$ cat config.mk
export PLATFORM = sky130hd
export DESIGN_NAME = spi_slave_tx_fifo
export DESIGN_NICKNAME = d
export VERILOG_FILES = /design/src/rtl/spi_slave_tx_fifo.sv
export SDC_FILE = /design/constraint.sdc
export NUM_CORES = 1
export LEC_CHECK = 0
export CAP_MARGIN = 20
export CORE_ASPECT_RATIO = 0.75
export CORE_MARGIN = 5
export CORE_UTILIZATION = 50
export DETAILED_ROUTE_END_ITERATION = 8
export DONT_BUFFER_PORTS = 1
export SLEW_MARGIN = 20
export SYNTH_ARGS = -nofsm -noshare
export SYNTH_HDL_FRONTEND = slang
export SYNTH_SLANG_ARGS = --single-unit
$ cat constraint.sdc
create_clock -name clk -period 4.5 [get_ports clk]
set_clock_uncertainty 0.05 [all_clocks]
set_input_delay 0.675 -clock clk [delete_from_list [all_inputs] [get_ports clk]]
set_output_delay 0.675 -clock clk [all_outputs]
set_load 0.05 [all_outputs]
$ cat src/rtl/spi_slave_tx_fifo.sv
// spi_slave_tx_fifo: SPI slave transmitter with an internal TX FIFO.
// SCK and CS are oversampled in the clk domain, and all four CPOL/CPHA modes
// are supported. A word leaves the FIFO only when its first bit is captured.
// Optional build macro SPI_SLAVE_TX_LSB_FIRST_EN adds lsb_first_i.
module spi_slave_tx_fifo #(
    parameter int DATA_WIDTH  = 32,
    parameter int FIFO_DEPTH  = 4,
    parameter int SYNC_STAGES = 2
) (
    input  logic                          clk,
    input  logic                          rst_n,
    input  logic                          spi_cs_i,
    input  logic                          spi_sck_i,
    output logic                          spi_sdo_o,
    output logic                          spi_sdo_oe_o,
    input  logic                          cpol_i,
    input  logic                          cpha_i,
`ifdef SPI_SLAVE_TX_LSB_FIRST_EN
    input  logic                          lsb_first_i,
`endif
    input  logic [DATA_WIDTH-1:0]         tx_data_i,
    input  logic                          tx_valid_i,
    output logic                          tx_ready_o,
    output logic [$clog2(FIFO_DEPTH):0]   fifo_level_o,
    output logic                          word_done_o,
    output logic                          underrun_o,
    output logic                          busy_o
);

    localparam int PTR_W = $clog2(FIFO_DEPTH);
    localparam int LVL_W = PTR_W + 1;
    localparam int CNT_W = $clog2(DATA_WIDTH);
    localparam logic [CNT_W-1:0] LAST_BIT = CNT_W'(DATA_WIDTH - 1);
    localparam logic [LVL_W-1:0] FULL_LVL = LVL_W'(FIFO_DEPTH);

    typedef enum logic [1:0] {S_IDLE, S_ARM, S_SHIFT} state_t;

    // ---------------- synchronisers and edge detection ----------------
    logic [SYNC_STAGES-1:0] sck_sync_q, sck_sync_d, cs_sync_q, cs_sync_d;
    logic                   sck_hist_q, sck_hist_d, cs_hist_q, cs_hist_d;
    logic                   sck_s, cs_s, sck_edge, lead_edge, trail_edge;
    logic                   cap_edge, shf_edge, cs_fall, cs_rise;
    logic                   cpol_q, cpol_d, cpha_q, cpha_d;

    // Next values of the synchroniser chains and edge-history flops.
    always_comb begin
        sck_sync_d = {sck_sync_q[SYNC_STAGES-2:0], spi_sck_i};
        cs_sync_d  = {cs_sync_q[SYNC_STAGES-2:0], spi_cs_i};
        sck_hist_d = sck_sync_q[SYNC_STAGES-1];
        cs_hist_d  = cs_sync_q[SYNC_STAGES-1];
    end

    // Synchroniser registers; CS resets to its inactive (high) level.
    // NOTE: sequential state uses non-blocking assignments so every flop
    // samples pre-edge values regardless of statement order.
    always_ff @(posedge clk or negedge rst_n) begin
        if (!rst_n) begin
            sck_sync_q <= '0;
            cs_sync_q  <= '1;
            sck_hist_q <= 1'b0;
            cs_hist_q  <= 1'b1;
        end else begin
            sck_sync_q <= sck_sync_d;
            cs_sync_q  <= cs_sync_d;
            sck_hist_q <= sck_hist_d;
            cs_hist_q  <= cs_hist_d;
        end
    end

    assign sck_s      = sck_sync_q[SYNC_STAGES-1];
    assign cs_s       = cs_sync_q[SYNC_STAGES-1];
    assign sck_edge   = sck_s ^ sck_hist_q;
    assign lead_edge  = sck_edge & (sck_hist_q == cpol_q);  // leaving idle level
    assign trail_edge = sck_edge & (sck_s == cpol_q);       // returning to idle
    assign cap_edge   = cpha_q ? trail_edge : lead_edge;
    assign shf_edge   = cpha_q ? lead_edge : trail_edge;
    assign cs_fall    = cs_hist_q & ~cs_s;
    assign cs_rise    = ~cs_hist_q & cs_s;

    // ---------------- TX FIFO ----------------
    logic [DATA_WIDTH-1:0] mem [FIFO_DEPTH];
    logic [PTR_W-1:0]      wr_ptr_q, wr_ptr_d, rd_ptr_q, rd_ptr_d;
    logic [LVL_W-1:0]      level_q, level_d;
    logic                  ready_q, ready_d;
    logic                  push, pop, fifo_empty;

    assign push       = tx_valid_i & ready_q;
    assign fifo_empty = (level_q == '0);

    // Pointer and occupancy bookkeeping; ready is precomputed from next level.
    always_comb begin
        wr_ptr_d = wr_ptr_q + PTR_W'(push);
        rd_ptr_d = rd_ptr_q + PTR_W'(pop);
        level_d  = level_q + LVL_W'(push) - LVL_W'(pop);
        ready_d  = (level_d < FULL_LVL);
    end

    // FIFO storage write port.
    // NOTE: the storage array is not reset; the pointers and level define
    // what is valid, so clearing them is enough to empty the FIFO.
    always_ff @(posedge clk) begin
        if (push) mem[wr_ptr_q] <= tx_data_i;
    end

    // FIFO pointer, level and ready registers.
    always_ff @(posedge clk or negedge rst_n) begin
        if (!rst_n) begin
            wr_ptr_q <= '0;
            rd_ptr_q <= '0;
            level_q  <= '0;
            ready_q  <= 1'b1;
        end else begin
            wr_ptr_q <= wr_ptr_d;
            rd_ptr_q <= rd_ptr_d;
            level_q  <= level_d;
            ready_q  <= ready_d;
        end
    end

    // ---------------- shifter FSM ----------------
    state_t                state_q, state_d;
    logic [DATA_WIDTH-1:0] shift_q, shift_d, shifted;
    logic [CNT_W-1:0]      bit_cnt_q, bit_cnt_d;
    logic                  first_cap_q, first_cap_d, loaded_q, loaded_d;
    logic                  word_done_q, word_done_d, underrun_q, underrun_d;
    logic                  load, out_bit;

`ifdef SPI_SLAVE_TX_LSB_FIRST_EN
    logic lsb_q, lsb_d;
    assign shifted = lsb_q ? {1'b0, shift_q[DATA_WIDTH-1:1]} : {shift_q[DATA_WIDTH-2:0], 1'b0};
    assign out_bit = lsb_q ? shift_q[0] : shift_q[DATA_WIDTH-1];

    // Bit-order selection latched at frame start.
    always_comb begin
        lsb_d = lsb_q;
        if (state_q == S_IDLE && cs_fall) lsb_d = lsb_first_i;
    end

    // Bit-order register.
    always_ff @(posedge clk or negedge rst_n) begin
        if (!rst_n) lsb_q <= 1'b0;
        else        lsb_q <= lsb_d;
    end
`else
    assign shifted = {shift_q[DATA_WIDTH-2:0], 1'b0};
    assign out_bit = shift_q[DATA_WIDTH-1];
`endif

    // Next-state, shift/load, deferred pop and status pulses.
    // NOTE: every signal gets a default first so no path leaves it
    // unassigned, which would otherwise infer a latch.
    always_comb begin
        state_d     = state_q;
        shift_d     = shift_q;
        bit_cnt_d   = bit_cnt_q;
        first_cap_d = first_cap_q;
        loaded_d    = loaded_q;
        cpol_d      = cpol_q;
        cpha_d      = cpha_q;
        word_done_d = 1'b0;
        underrun_d  = 1'b0;
        pop         = 1'b0;
        load        = 1'b0;
        case (state_q)
            S_IDLE: begin
                if (cs_fall) begin
                    cpol_d  = cpol_i;
                    cpha_d  = cpha_i;
                    load    = 1'b1;
                    state_d = cpha_i ? S_ARM : S_SHIFT;
                end
            end
            S_ARM: begin
                // First leading edge only presents bit 0; nothing shifts.
                if (lead_edge) state_d = S_SHIFT;
            end
            S_SHIFT: begin
                if (shf_edge) begin
                    if (bit_cnt_q == LAST_BIT) begin
                        load = 1'b1;
                    end else begin
                        shift_d   = shifted;
                        bit_cnt_d = bit_cnt_q + CNT_W'(1);
                    end
                end else if (cap_edge) begin
                    if (first_cap_q) begin
                        pop         = loaded_q;
                        underrun_d  = ~loaded_q;
                        first_cap_d = 1'b0;
                    end
                    if (bit_cnt_q == LAST_BIT) word_done_d = 1'b1;
                end
            end
            default: state_d = S_IDLE;
        endcase
        // Peek the FIFO head; an empty FIFO presents zeros.
        if (load) begin
            shift_d     = fifo_empty ? '0 : mem[rd_ptr_q];
            loaded_d    = ~fifo_empty;
            bit_cnt_d   = '0;
            first_cap_d = 1'b1;
        end
        // CS release aborts the frame from any state; an unpopped word stays.
        if (cs_rise) begin
            state_d     = S_IDLE;
            bit_cnt_d   = '0;
            first_cap_d = 1'b0;
            loaded_d    = 1'b0;
            pop         = 1'b0;
            word_done_d = 1'b0;
            underrun_d  = 1'b0;
        end
    end

    // FSM, shifter and status registers.
    always_ff @(posedge clk or negedge rst_n) begin
        if (!rst_n) begin
            state_q     <= S_IDLE;
            shift_q     <= '0;
            bit_cnt_q   <= '0;
            first_cap_q <= 1'b0;
            loaded_q    <= 1'b0;
            cpol_q      <= 1'b0;
            cpha_q      <= 1'b0;
            word_done_q <= 1'b0;
            underrun_q  <= 1'b0;
        end else begin
            state_q     <= state_d;
            shift_q     <= shift_d;
            bit_cnt_q   <= bit_cnt_d;
            first_cap_q <= first_cap_d;
            loaded_q    <= loaded_d;
            cpol_q      <= cpol_d;
            cpha_q      <= cpha_d;
            word_done_q <= word_done_d;
            underrun_q  <= underrun_d;
        end
    end

    assign spi_sdo_o    = (state_q != S_IDLE) & out_bit;
    assign spi_sdo_oe_o = ~cs_s;
    assign tx_ready_o   = ready_q;
    assign fifo_level_o = level_q;
    assign word_done_o  = word_done_q;
    assign underrun_o   = underrun_q;
    assign busy_o       = (state_q != S_IDLE);

endmodule

=== Word-level counts from Yosys, hierarchy flattened ===
Memory sizes are Yosys's and may differ from the RTL's.
Cells that the tools add are included.

* Add/sub/neg operators: 5
* Order comparisons: 1
* Equal/unequal tests: 11
* Muxes and demuxes: 44
* Bitwise operators: 11
* Reductions and logical operators: 14

{| class="wikitable"
|+ Operators by type and width
! cell !! count
|-
| $mux 32 || 5
|-
| $mux 1 || 28
|-
| $mux 5 || 5
|-
| $reduce_and 3->1 || 4
|-
| $ne 3x3->1 const B || 3
|-
| $reduce_bool 3->1 || 3
|-
| $mux 2 || 4
|-
| $reduce_bool 2->1 || 4
|-
| $and 1x1->1 || 6
|-
| $pmux 2 s3 || 1
|-
| $add 5x1->5 const B || 1
|-
| $eq 5x5->1 const B || 1
|-
| $add 2x1->2 || 2
|-
| $ne 2x2->1 const B || 2
|-
| $not 1->1 || 4
|-
| $add 3x1->3 || 1
|-
| $logic_not 3->1 || 1
|-
| $lt 3x3->1 const B || 1
|-
| $ne 3x1->1 const B || 1
|-
| $sub 3x1->3 || 1
|-
| $eq 1x1->1 || 2
|-
| $eq 2x1->1 const B || 1
|-
| $eq 2x2->1 const B || 1
|-
| $logic_not 2->1 || 1
|-
| other kinds (3) || 3
|}

* Flip-flop bits (word level): 59
* RAM bits: 128
* Input port bits: 39
* Output and inout port bits: 9
* Memories: 1

{| class="wikitable"
|+ Memories
! name !! depth !! width !! rd ports !! clocked after Yosys merged registers in !! wr ports !! line !! RTL
|-
| mem || 4 || 32 || 1 || 0 || 1 || 81 || <nowiki>logic [DATA_WIDTH-1:0] mem [FIFO_DEPTH];</nowiki>
|}

=== Depth between registers and ports, before layout ===
Gate-level depths: netlist (run 1).

* Word-level depth: 9
* Gate-level depth with buffers: 11

=== Least setup slack after synthesis (run 1) ===
No wires, ideal clock.

* Path type: register -> register
* From: register ready_q (netlist: tx_ready_o)
* To: memory mem[1][0], enable pin
* Arrival time: 3.293 ns
* Path slack: 0.689 ns
* Stages on the path, launching flop included: 3
* Path through: dfstp_2 -> nand2_1 -> nor3b_1

* Longest elaborated chain between the ends: 3

{| class="wikitable"
|+ RTL lines
! item !! line !! RTL
|-
| from (decl) || 84 || <nowiki>logic ready_q, ready_d;</nowiki>
|-
| from (signal assigned) || 116 || <nowiki>ready_q <= ready_d;</nowiki>
|-
| $and 1x1->1 || 87 || <nowiki>assign push = tx_valid_i & ready_q;</nowiki>
|-
| $mux 1 || 102 || <nowiki>if (push) mem[wr_ptr_q] <= tx_data_i;</nowiki>
|-
| $mux 1 (not written as such) || 102 ||
|-
| to (decl) || 81 ||
|}

Every way passes these cells.

=== Final worst setup path (run 1) ===
* From: register cs_sync_q[1]
* To: register shift_q[1]

* Longest elaborated chain between the ends: 6

{| class="wikitable"
|+ RTL lines
! item !! line !! RTL
|-
| from (decl) || 39 || <nowiki>logic [SYNC_STAGES-1:0] sck_sync_q, sck_sync_d, cs_sync_q, cs_sync_d;</nowiki>
|-
| from (signal assigned) || 64 || <nowiki>cs_sync_q <= cs_sync_d;</nowiki>
|-
| $not 1->1 (*) || n/a ||
|-
| via spi_sdo_oe_o || 15 || <nowiki>output logic spi_sdo_oe_o,</nowiki>
|-
| $and 1x1->1 (*) || 77 || <nowiki>assign cs_fall = cs_hist_q & ~cs_s;</nowiki>
|-
| $mux 1 (*) || 166 || <nowiki>if (cs_fall) begin</nowiki>
|-
| $pmux 1 s2 (*) || 164 || <nowiki>case (state_q)</nowiki>
|-
| $ne 2x2->1 (no source line) / $reduce_bool 2->1 (equally long branches) || n/a ||
|-
| $reduce_and 3->1 (no source line) || n/a ||
|-
| to (signal assigned) || 229 || <nowiki>shift_q <= shift_d;</nowiki>
|-
| to (decl) || 122 || <nowiki>logic [DATA_WIDTH-1:0] shift_q, shift_d, shifted;</nowiki>
|}

The timed path passes the listed nets; every way through them passes the cells marked *.
A chain may end at the register's enable or synchronous reset.

==> flow_summary.ini, run 1 <==
[run_status]
status = finished clean

[layout]
layout-drive-gt1-share = 0.299
diodes = 0
nets = 448
multi_input_area_um2 = 2150
area_growth_syn_to_layout_pct = 10.0
fill_cells = 1171
register_area_um2 = 5330

[sta]
final_max_slew_viol_count = 0
post-route-period-util = 0.649
fin_hold_ws_ps = 38.3
relSlewSlack = 0.352
final.setup.tns_ps = 0
finalHoldViolations = 0
grt_setup_unrepaired = false
worst_slack_ps = 1580
setup_violations = 0
max_freq_mhz = 343
post-route-min-period_ps = 2920
worst_pin_slew_ps = 969

[setup_path]
critical_path_class = reg2reg
cp-end-kind = flop
cp.arrival_ps = 3230
critPathLaunchType = flop
critPathRequiredTime_ps = 4810
path_max_fanout = 33

[die]
die_w_um = 153
ios = 48
start_util = 0.506
die_h_um = 117
fp.coreArea_um2 = 15100
die_area_um2 = 17900
fp-row-count = 39

[route]
drc = 0
drt-total-wl_mm = 13.3
drt-pass1-iter-count = 4
vias = 3525
vias_per_cell = 5.69
detail-route-antenna-nets = 0
drt_iter0_drc = 208
wl_per_cell_um = 21.5

[synth]
synth-seq-cells = 187
ys_types = 47
seq_area_frac_synth = 0.696
ys_top_cells_by_area = edfxtp_1 (50%), dfrtp_1 (18%), mux4_2 (9.4%), mux2_4 (5.3%), a22o_1 (3.5%)
yosysMostFrequentCell = edfxtp_1
avgSynthCellArea_um2 = 19.2
synth_area_leader_cell = edfxtp_1
syn_area_um2 = 7650
synth_flop_cell = edfxtp_1
yosys_warnings = 0
synthesis.nets = 444
synth-async-reset-ratio = 0.316
yosys-top-cells-count = edfxtp_1 (128), dfrtp_1 (55), mux4_2 (32)
netlist_instances = 398
yosysTopAreaCellShare = 0.502
synth_edf_count = 128

[clocking]
clock_latency_ps = 420
cts_setup_buffers = 0
clk_path_buf_depth = 2
cts_resized = 0
path_clk_slew_ps = 70
cts_tree = done
clock-sinks = 187
cts_buffers = 17
clock-root-buffer = clkbuf_16
h-tree-depth = 4

[pwr]
ir_drop_mv = 0.312
switchingPower_mw = 1.37
power.share.clock = 0.301
power.total_mw = 4.93
power_density_nw_per_um2 = 586
leakage_nw = 3.02
p_int_mw = 3.56
p_seq_frac = 0.502
comb_power_share = 0.197
swShare = 0.278

[placement]
port_buffers = 0
dp_hpwl_mm = 7.66
gp_congestion = 0.775
dp_slack_ps = 1550

[global_route]
grt_pass1_vias = 3750
grt_overflow = 0
grt_max_degree = 56
grt_pass1_wl_mm = 21.5
antenna_found_initial = 0
globalRouteTotalUtil = 0.162

[run]
maxCapViolCount = 0

[min_path]
worst_hold_path_type = in2async
==> sequential cells by signal (all words and copies together) (netlist names), 3 cells and up <==
register	count
bit_cnt_q	5
fifo_level_o	3
mem	128
shift_q	32
==> cell usage in the layout (no fill, tap or decap), types with 3 or more instances in the layout <==
master	n
mux2_2	5
and3_1	3
dfrtp_1	53
clkinv_4	5
dfstp_2	4
nand2b_1	6
edfxtp_1	128
nor2_1	4
xor2_1	3
nand3_1	4
mux4_2	32
nand2_1	9
inv_1	10
xnor2_1	3
buf_4	5
ha_1	6
nor4_1	3
clkbuf_16	17
mux2_4	27
a21oi_1	6
inv_6	5
a22o_1	31
==> critical path: stages (launching register included) <==
cell     delay (ps)
dfstp_2         380
inv_1           340
ha_1            270
or3b_1          550
a21oi_4         830
a22o_1          260
mux2_2          150
==> final timing paths <==
path	from	to	slack, ps	depth (start not counted)
max	cs_sync_q[1]$_DFF_PN1_	shift_q[1]$_DFFE_PN0P_	1580	6
max in group asynchronous	rst_n	rd_ptr_q[1]$_DFF_PN0_	4060	1
min	rst_n	cs_hist_q$_DFF_PN1_	40	0
min in group clk	spi_cs_i	cs_sync_q[0]$_DFF_PN1_	190	0
min reg2reg	sck_sync_q[0]$_DFF_PN0_	sck_sync_q[1]$_DFF_PN0_	300	0
max reg2reg	cs_sync_q[1]$_DFF_PN1_	shift_q[1]$_DFFE_PN0P_	1580	6
==> power by group through the flow <==
stage               Combinational, mW  Clock [mW]  Sequential [mW]
finish                          0.973        1.48             2.48
global route                     1.06        1.60             2.52
CTS                             0.990        1.52             2.48
detailed placement              0.978           0             2.51
global placement                0.956           0             2.50
floorplan                       0.882           0             2.42
==> area by class of cell <==
type	instances	area share
Timing Repair Buffer	6	0.00772
Tap cell	205	0.0305
Clock buffer	17	0.0505
Sequential cell	187	0.633
Inverter	10	0.00446
Multi-Input combinational cell	180	0.255
Clock inverter	15	0.0196
==> metal layers <==
metal  up-vias  wire (µm)  GRT usage
li1       1588          -          -
met2        55       6400      0.255
met1      1871       6090      0.217
met3        11        737     0.0577
met4         0        116     0.0451
met5         -          0          0
==> repair_timing <==
action | CTS | global route
setup endpoints to repair | 0 | 0
hold endpoints to repair | 55 | 0
hold buffers | 1 | 0
==> through the flow <==
stage / utilization / cell area [µm²] / cells
finish: 0.557 / 8420 / 620
floorplan: - / 7650 / 398
global placement: 0.516 / 7800 / 587
detailed placement: 0.516 / 7800 / 587
CTS: 0.557 / 8420 / 620
global route: 0.557 / 8420 / 620
==> kinds of logic (layout without fill, tap and decap cells) <==
kind of cell               Yosys count  count (layout)  share of synthesized area
and+or+nand+nor                     48              48                     0.0397
AOI/OAI and AO/OA                   50              50                     0.0548
buffers and inverters               31              48                     0.0270
xor gates and xnor gates             7               7                    0.00899
adders and majority gates            7               7                     0.0124
muxes                               68              68                      0.161
DFF                                187             187                      0.696
Note: power is estimated with default switching activity, not from simulation.
==> inputs of run 2 (changes only) <==
Settings changed: PLACE_DENSITY set to 0.68.
Clock period 4.5 ns to 2.45 ns, I/O delays scaled along.
==> run 2 against run 1 <==
Compared with the run above:
- the run now ends with negative setup slack left
- setup slack lost 1700 ps
- critical path depth grew 4
- sequential power grew 77%
- first-iteration DRC count grew 6.7%
- sequential share of layout area shrank 5.1 points
- largest cell class unchanged
- wire length grew 2.3%
- sequential cell count is the same
- global-route usage grew 0.21 points
- highest routed layer unchanged
- total power grew 95%
==> flow_summary.ini, run 2 (synthesis results as in run 1) <==
[clocking]
h-tree-depth = 4
cts_tree = done
cts_buffers = 17
clock-sinks = 187
path_clk_slew_ps = 60
clock_latency_ps = 420
clock-root-buffer = clkbuf_16
clk_path_buf_depth = 2

[global_route]
globalRouteTotalUtil = 0.164
grt_max_degree = 60
grt_pass1_wl_mm = 22.1
grt_overflow = 0
grt_pass1_vias = 4106
antenna_found_initial = 0

[layout]
post_layout_nonfiller_instances = 684
fill_cells = 1129
diodes = 0
area_growth_syn_to_layout_pct = 19.7
final_cell_mix = edfxtp_1 (128), dfrtp_1 (54), dlygate4sd3_1 (37)
multi_input_area_um2 = 2190
register_area_um2 = 5330
layout-drive-gt1-share = 0.324
regMostFlops = mem
nets = 512
final_cell_area_um2 = 9160
largest_reg_flops = 128
reg_top3 = mem (128), shift_q (32), bit_cnt_q (5)
mostFrequentLayoutCell = edfxtp_1

[sta]
max_freq_mhz = 397
worst_pin_slew_ps = 577
relSlewSlack = 0.604
worst_slack_ps = -68.3
fin_hold_ws_ps = 134
finalHoldViolations = 0
post-route-period-util = 1.03
setup_violations = 1
grt_setup_unrepaired = true
final_max_slew_viol_count = 0
post-route-min-period_ps = 2520

[route]
vias_per_cell = 5.56
drt-met1-wl_mm = 6.26
wl_per_cell_um = 20.0
drt-pass1-iter-count = 5
vias = 3800
drt-total-wl_mm = 13.7
wl_met2_mm = 6.64
wl_met3_um = 610
highest_layer = met4
drc = 0
detail-route-antenna-nets = 0
drt_iter0_drc = 222

[run_status]
violations = negative setup slack
status = complete, but fails checks

[pwr]
comb_power_share = 0.245
power_density_nw_per_um2 = 1050
power.share.clock = 0.298
p_int_mw = 7.05
p_seq_frac = 0.457
leakage_nw = 3.37
switchingPower_mw = 2.56
ir_drop_mv = 0.549
swShare = 0.266
power.total_mw = 9.61

[setup_path]
r2r_cells = 10
critPathRequiredTime_ps = 2710
regToRegStartpoint = cpha_q$_DFFE_PN0P_
cpMostUsedCell = xnor2_2
cp.arrival_ps = 2780
path_buf_inv = 2
cp-end-kind = flop
cpPeakStageDelay_ps = 410
rrSetupSlack_ps = -70
cpMaxStageDelayCell = dfrtp_1
crit_family = XOR/XNOR gates
path_cells = xnor2_2 -> mux2_4 -> nor3_4 -> xnor2_1 -> ha_2 -> inv_2 -> fa_2 -> xnor2_2 -> xor2_1 -> inv_1
critical_path_class = reg2reg
path_max_fanout = 2
reg2reg_to = fifo_level_o[2]$_DFF_PN0_
critPathLaunchType = flop

[min_path]
worst_hold_path_type = in2reg
holdPathEnd = state_q[1]$_DFFE_PN0P_
hold_depth = 3
hp-start = cpha_i

[placement]
gp_congestion = 0.774
dp_hpwl_mm = 7.98
dp_slack_ps = -167
port_buffers = 0
dp_cells = 608
dpl_cell_area_um2 = 8070

[die]
die_area_um2 = 17900
ios = 48
die_w_um = 153
fp.coreArea_um2 = 15100
die_h_um = 117
fp-row-count = 39
start_util = 0.506

[run]
maxCapViolCount = 0
[run 2: area by class of cell]
cell class,instances,area share
Sequential cell,187,0.581
Multi-Input combinational cell,180,0.239
Timing Repair Buffer,70,0.0792
Clock buffer,19,0.0494
Tap cell,205,0.0280
Clock inverter,13,0.0187
Inverter,10,0.00410
[run 2: power groups by stage]
stage | Sequential [mW] | Combinational [mW] | Clock (mW)
floorplan | 4.44 | 1.64 | 0
global placement | 4.41 | 2.14 | 0
detailed placement | 4.45 | 2.20 | 0
CTS | 4.39 | 2.35 | 2.92
global route | 4.45 | 2.54 | 3.05
finish | 4.39 | 2.35 | 2.86
[run 2: repair_timing]
item                                    CTS  global route
setup buffers                             3             3
hold endpoints to repair                191             0
endpoints found under the setup margin    2             2
hold buffers                             38             0
gates resized for setup                   2             5
pin swaps                                 3             1
[run 2: metrics by stage]
stage / setup TNS, ps / util
2_1_floorplan: -22160 / -
3_3_place_gp: -35.2 / 0.534
3_5_place_dp: -246 / 0.534
4_1_cts: -38.7 / 0.603
5_1_grt: -236 / 0.606
6_report: -68.3 / 0.606
[run 2: worst reg2reg max path, stage by stage, from the launching register on]
cell     delay [ps]
dfrtp_1         410
xnor2_2         210
mux2_4          350
nor3_4          200
xnor2_1         150
ha_2            190
inv_2            40
fa_2            350
xnor2_2         150
xor2_1          240
inv_1            60
[run 2: how the worst max path moves through the flow]
stage                                end  slack, ps                  from  cells past startpoint
5_1_grt        fifo_level_o[2]$_DFF_PN0_       -170    cpha_q$_DFFE_PN0P_                     10
3_5_place_dp   fifo_level_o[2]$_DFF_PN0_       -170   cs_hist_q$_DFF_PN1_                     11
6_report       fifo_level_o[2]$_DFF_PN0_        -70    cpha_q$_DFFE_PN0P_                     10
3_3_place_gp   fifo_level_o[2]$_DFF_PN0_        -40   cs_hist_q$_DFF_PN1_                     11
4_1_cts        fifo_level_o[2]$_DFF_PN0_        -40    cpol_q$_DFFE_PN0P_                     10
2_1_floorplan        mem[1][0]$_DFFE_PP_       -260  tx_ready_o$_DFF_PN1_                      2
[run 2: metal layers]
metal,vias up,global-route usage
met3,12,0.0415
li1,1724,-
met5,-,0
met1,1979,0.222
met2,85,0.265
met4,0,0.0570
